==> src/rtl/load_store_unit.sv <==
`default_nettype none
// ============================================================================
// Module   : load_store_unit
// Purpose  : Data-memory front end between the execute stage and a
//            single-ported, word-indexed RAM. Converts RV32I loads/stores
//            (LB/LH/LW/LBU/LHU/SB/SH/SW) into RAM strobes, extracts and
//            extends load lanes, performs sub-word stores as
//            read-modify-write, and stalls the core until the access is done.
// Ports    : clk, nRst            - clock, async active-low reset
//            req_load, req_store  - requests, held by the core until stall drops
//            funct3, addr         - RV32I width/sign code, byte address
//            store_data           - store operand
//            load_data, fault     - results, valid in DONE
//            stall                - high while an accepted request is incomplete
//            mem_read_enable,
//            mem_write_enable,
//            mem_address,
//            mem_wdata, mem_rdata - RAM side (registered read data)
// Revision : 1.0 - initial release
// ============================================================================
module load_store_unit #(
  parameter int ADDR_W = 12
) (
  input  logic              clk,
  input  logic              nRst,
  input  logic              req_load,
  input  logic              req_store,
  input  logic [2:0]        funct3,
  input  logic [31:0]       addr,
  input  logic [31:0]       store_data,
  output logic [31:0]       load_data,
  output logic              stall,
  output logic              fault,
  output logic              mem_read_enable,
  output logic              mem_write_enable,
  output logic [ADDR_W-1:0] mem_address,
  output logic [31:0]       mem_wdata,
  input  logic [31:0]       mem_rdata
);

  typedef enum logic [1:0] {
    S_IDLE = 2'd0,
    S_RD   = 2'd1,
    S_WR   = 2'd2,
    S_DONE = 2'd3
  } state_t;

  state_t             r_state;
  state_t             w_next;

  logic [ADDR_W-1:0]  r_addr;
  logic [2:0]         r_funct3;
  logic [15:0]        r_sdata;
  logic               r_is_load;
  logic [31:0]        r_load_data;
  logic               r_fault;
  logic [31:0]        r_wbuf;

  // Address bits above the RAM window wrap, so they are deliberately dropped.
  logic               w_unused_addr_hi;
  assign w_unused_addr_hi = ^addr[31:ADDR_W];

  // A request only counts while out of reset, so an asserted reset forces
  // every combinational output to its idle value even if the core still
  // holds a request.
  logic w_req;
  assign w_req = (req_load | req_store) & nRst;

  // ---------------------------------------------------------------- decode
  logic w_both;
  logic w_illegal;
  logic w_misalign;
  logic w_fault;
  logic w_is_sw;

  assign w_both     = req_load & req_store;
  assign w_illegal  = req_load ? ((funct3 == 3'b011) || (funct3[2:1] == 2'b11))
                               : (funct3 >= 3'b011);
  assign w_misalign = ((funct3[1:0] == 2'b01) && addr[0]) ||
                      ((funct3[1:0] == 2'b10) && (addr[1:0] != 2'b00));
  assign w_fault    = w_both | w_illegal | w_misalign;
  assign w_is_sw    = req_store & ~req_load & (funct3 == 3'b010);

  // ------------------------------------------------- load lane extraction
  logic [7:0]  w_byte;
  logic [15:0] w_half;
  logic [31:0] w_ext;

  always_comb begin
    w_byte = mem_rdata[{r_addr[1:0], 3'b000} +: 8];
    w_half = r_addr[1] ? mem_rdata[31:16] : mem_rdata[15:0];
    case (r_funct3)
      3'b000:  w_ext = {{24{w_byte[7]}}, w_byte};
      3'b001:  w_ext = {{16{w_half[15]}}, w_half};
      3'b100:  w_ext = {24'd0, w_byte};
      3'b101:  w_ext = {16'd0, w_half};
      default: w_ext = mem_rdata;
    endcase
  end

  // ------------------------------------------------- sub-word store merge
  logic [31:0] w_merged;

  always_comb begin
    w_merged = mem_rdata;
    if (r_funct3 == 3'b000) begin
      w_merged[{r_addr[1:0], 3'b000} +: 8] = r_sdata[7:0];
    end else if (r_addr[1]) begin
      w_merged[31:16] = r_sdata;
    end else begin
      w_merged[15:0] = r_sdata;
    end
  end

  // ------------------------------------------- next state and RAM strobes
  always_comb begin
    w_next           = r_state;
    stall            = 1'b0;
    mem_read_enable  = 1'b0;
    mem_write_enable = 1'b0;
    mem_address      = '0;
    mem_wdata        = '0;
    case (r_state)
      S_IDLE: begin
        if (nRst) begin
          mem_address = {addr[ADDR_W-1:2], 2'b00};
        end
        if (w_req) begin
          stall = 1'b1;
          if (w_fault) begin
            w_next = S_DONE;
          end else if (w_is_sw) begin
            mem_write_enable = 1'b1;
            mem_wdata        = store_data;
            w_next           = S_DONE;
          end else begin
            mem_read_enable = 1'b1;
            w_next          = S_RD;
          end
        end
      end
      S_RD: begin
        stall       = 1'b1;
        mem_address = {r_addr[ADDR_W-1:2], 2'b00};
        w_next      = r_is_load ? S_DONE : S_WR;
      end
      S_WR: begin
        stall            = 1'b1;
        mem_address      = {r_addr[ADDR_W-1:2], 2'b00};
        mem_write_enable = 1'b1;
        mem_wdata        = r_wbuf;
        w_next           = S_DONE;
      end
      default: begin
        w_next = S_IDLE;
      end
    endcase
  end

  // ------------------------------------------------------------ registers
  always_ff @(posedge clk or negedge nRst) begin
    if (!nRst) begin
      r_state     <= S_IDLE;
      r_addr      <= '0;
      r_funct3    <= 3'b000;
      r_sdata     <= 16'd0;
      r_is_load   <= 1'b0;
      r_load_data <= 32'd0;
      r_fault     <= 1'b0;
      r_wbuf      <= 32'd0;
    end else begin
      r_state <= w_next;
      case (r_state)
        S_IDLE: begin
          if (w_req) begin
            r_addr      <= addr[ADDR_W-1:0];
            r_funct3    <= funct3;
            r_sdata     <= store_data[15:0];
            r_is_load   <= req_load;
            r_fault     <= w_fault;
            r_load_data <= 32'd0;
          end
        end
        S_RD: begin
          if (r_is_load) begin
            r_load_data <= w_ext;
          end else begin
            r_wbuf <= w_merged;
          end
        end
        default: begin
        end
      endcase
    end
  end

  assign load_data = r_load_data;
  assign fault     = r_fault;

endmodule
`default_nettype wire

==> config.mk <==
export PLATFORM = sky130hd
export DESIGN_NAME = load_store_unit
export DESIGN_NICKNAME = d
export VERILOG_FILES = /design/src/rtl/load_store_unit.sv
export SDC_FILE = /design/constraint.sdc
export NUM_CORES = 1
export LEC_CHECK = 0
export CELL_PAD_IN_SITES_DETAIL_PLACEMENT = 0
export CELL_PAD_IN_SITES_GLOBAL_PLACEMENT = 1
export CORE_MARGIN = 1.5
export CORE_UTILIZATION = 47
export DETAILED_ROUTE_END_ITERATION = 10
export DONT_BUFFER_PORTS = 1
export PLACE_DENSITY = 0.76
export SYNTH_ARGS = -nofsm -noshare
export SYNTH_HDL_FRONTEND = slang
export SYNTH_SLANG_ARGS = --single-unit
==> constraint.sdc <==
create_clock -name clk -period 2.47 [get_ports clk]
set_input_delay 0.247 -clock clk [delete_from_list [all_inputs] [get_ports clk]]
set_output_delay 0.247 -clock clk [all_outputs]
set_load 0.01 [all_outputs]
==> impl_metrics.tcl <==
set metrics [dict create \
    synth_ff_type "dfrtp_1" \
    synth_mux_area_share_pct 3.85 \
    cts.sinks 99 \
    clockPowerShare_pct 16.6 \
    worstPathArrival_ns 2.09 \
    synth_seq_cells 99 \
    required_ns 2.22 \
    synth_cells 583 \
    min_period_over_period_pct 94.5 \
    die_w_um 112 \
    worstSetupPathType "flip-flop to primary output" \
    die_area_um2 12500 \
    crit_path_top_delay_cell "dfrtp_1" \
    h-tree-depth 3 \
    violations "hold timing" \
    final_area_um2 6020 \
    gp_congestion 0.915 \
    synth_cell_types 45 \
    cts_root_buf "clkbuf_16" \
    first_global_vias 4473 \
    fmax_ghz 0.428 \
    drt_iter0_drc 328 \
    syn_to_final_growth_pct 8.19 \
    ys_async_sr_fraction_pct 100 \
    power_leakage_nw 2.70 \
    via_per_inst 6.43 \
    post-route-util_pct 52.5 \
    switching_share_pct 42.9 \
    wl_per_cell_um 22.4 \
    initial_core_util_pct 48.5 \
    max_stage_delay_ns 0.41 \
    synth_top_family_by_area "compound AO/OA/AOI/OAI gates" \
    cts_buffers 9 \
    yosysWarnings 0 \
    maxCapViolCount 0 \
    crit_chain "inv_1, ha_4, o211a_1, o211ai_1, nor2b_2, buf_12, a22o_1" \
    synth.yosys.seq_area_share_pct 44.5 \
    clkLatencyLatePin_ns 0.34 \
    place_area_um2 5660 \
    cts_hold_buf 7 \
    relSlewSlack_pct 28.9 \
    postCtsSetupBuffers 0 \
    wl_um 16000 \
    io_buffers 0 \
    power.switching_mw 3.44 \
    cts.clk_slew.worst_paths_ns 0.07 \
    die_h_um 112 \
    clockBufferDepth 2 \
    share_comb_of_total_power_pct 44.8 \
    io_pins 183 \
    nets 678 \
    fin_tns_setup_ns 0 \
    grt_max_degree 103 \
    grtUsageTotal_pct 25.8 \
    worst-path-max-fanout 33 \
    synthSimpleGateAreaFrac_pct 18.7 \
    min_path_type "input port to async pin" \
    synth_edf_count 0 \
    grt_pass1_wl_um 25100 \
    worst-path-buf-inv 2 \
    syn_area_per_cell_um2 9.54 \
    slew_viol_final 0 \
    cp_top_family "compound AO/OA/AOI/OAI gates" \
    synth_compound_area_share_pct 26.0 \
    drt_pre_antenna_iters 6 \
    cts_tree "built" \
    finalSetupViolCount 0 \
    row_count 39 \
    rsz0062_at_grt "false" \
    fp.coreArea_um2 11500 \
    overflow 0 \
    fin_crit_ns 2.33 \
    peakVddDrop_mv 0.694 \
    endpoint_kind "primary output" \
    drive_gt1_share_pct 9.81 \
    finClkSkew_ns 0.00558 \
    hold_ws_ns -0.404 \
    fillers 1049 \
    p_int_mw 4.58 \
    grt_antenna_before_repair 0 \
    syn_area_um2 5560 \
    ant_nets 0 \
    startpoint_type "flip-flop" \
    drc 0 \
    worstMarginPinSlew_ns 1.07 \
    detailed_place_hpwl_um 11400 \
    powerDensity_nw_per_um2 1330 \
    synth_xor_xnor_area_share_pct 0 \
    hold_viol_final 99 \
    dr_total_vias 4591 \
    status "finished with violations" \
    synthAdderAreaFrac_pct 2.02 \
    seqPwrFrac_pct 38.6 \
    num_antenna_cells 0 \
]
-- repair_timing --
action | CTS | global route
resized for setup | 0 | 2
setup endpoints to repair | 0 | 38
hold endpoints to repair | 106 | 99
-- state kept, by name (all words and copies together) (netlist names) --
register   count
fault          1
load_data     32
r_addr        12
r_funct3       3
r_is_load      1
r_sdata       16
r_state        2
r_wbuf        32
-- stage by stage --
step	hold slack (ns)	std cells	setup slack (ns)	total power, mW
5_1_grt	-0.420	714	0.0121	8.61
3_3_place_gp	-0.0439	691	0.254	6.55
2_1_floorplan	-0.0486	584	0.480	5.77
4_1_cts	-0.416	714	0.00306	8.02
3_5_place_dp	-0.0445	691	0.137	6.66
6_report	-0.404	714	0.136	8.02
-- power groups by stage --
stage / combinational, mW / clock (mW) / sequential (mW)
finish: 3.59 / 1.33 / 3.10
global route: 4.01 / 1.42 / 3.18
CTS: 3.56 / 1.36 / 3.10
detailed placement: 3.53 / 0 / 3.12
global placement: 3.46 / 0 / 3.09
floorplan: 2.97 / 0 / 2.80
-- synth_stat cells (5+ instances only) --
cell	n	area (um2)
a21oi_1	6	30.0
buf_2	16	80.1
o31ai_1	17	128
nor2_1	16	60.1
a22oi_1	11	82.6
nor2b_1	27	169
a22o_1	34	298
nand2_1	128	480
buf_4	5	37.5
a221oi_1	17	149
mux2_2	9	101
inv_1	7	26.3
dfrtp_1	99	2480
and2_1	20	125
clkbuf_1	23	86.3
mux2i_1	9	90.1
a32o_1	8	80.1
a211oi_1	16	120
ha_1	9	113
nand2b_1	17	106
a221o_1	32	320
o21ai_0	22	110
-- kinds of logic after synthesis --
| kind of cell | Yosys count |
|---|---|
| buffers and inverters | 58 |
| other | 1 |
| AO/OA/AOI/OAI | 176 |
| AND/OR/NAND/NOR | 221 |
| adder cells (fa/ha/maj) | 9 |
| flip-flops | 99 |
| multiplexers | 19 |
-- layout by cell type (no fill, tap or decap), types with 3 or more instances in the layout --
cell,n
nand2_1,128
dfrtp_1,99
a22o_1,34
a221o_1,32
nor2b_1,26
o21ai_0,21
and2_1,20
a221oi_1,17
nand2b_1,17
o31ai_1,17
nor2_1,16
a211oi_1,16
buf_4,12
a22oi_1,11
mux2i_1,9
mux2_2,9
clkbuf_16,9
a32o_1,8
ha_1,8
inv_1,7
dlygate4sd3_1,7
a21oi_1,6
nor4_1,3
o21ai_2,3
-- worst paths after layout --
kind                                   startpoint                        end  slack, ns  cells past startpoint
hold / removal                               nRst     r_wbuf[27]$_DFFE_PN0P_      -0.40                      0
min in group clk                    store_data[9]     r_sdata[9]$_DFFE_PN0P_       0.01                      2
hold reg to reg             r_addr[5]$_DFFE_PN0P_      r_addr[5]$_DFFE_PN0P_       0.48                      2
max in group asynchronous                    nRst  load_data[19]$_DFFE_PN0P_       2.68                      0
setup / recovery           r_state[0]$_DFFE_PN0P_              mem_wdata[23]       0.14                      7
setup reg to reg           r_state[1]$_DFFE_PN0P_   load_data[5]$_DFFE_PN0P_       0.24                      7
-- final cells by class --
| class | count | area, um2 | area share, % |
|---|---|---|---|
| Sequential cell | 99 | 2480 | 41.2 |
| Tap cell | 143 | 179 | 2.97 |
| Clock buffer | 12 | 256 | 4.26 |
| Inverter | 8 | 30.0 | 0.499 |
| Clock inverter | 4 | 25.0 | 0.416 |
| Timing Repair Buffer | 21 | 200 | 3.33 |
| Multi-Input combinational cell | 427 | 2850 | 47.4 |
-- worst reg2reg max path, cell delays in order (launching register included) --
cell and delay, ns:
dfrtp_1 0.40, inv_1 0.11, ha_4 0.20, o211a_1 0.15
o21ai_2 0.84, buf_4 0.31, nand2_1 0.06, o21ai_0 0.08
-- layer usage --
layer | up-vias | GRT usage [%] | share of wire, %
li1 | 2090 | - | -
met1 | 2286 | 34.4 | 43
met2 | 192 | 40.6 | 46
met3 | 23 | 6.10 | 7.9
met4 | 0 | 10.8 | 2.8
met5 | - | 0 | 0
Note: power is estimated with default switching activity, not from simulation.
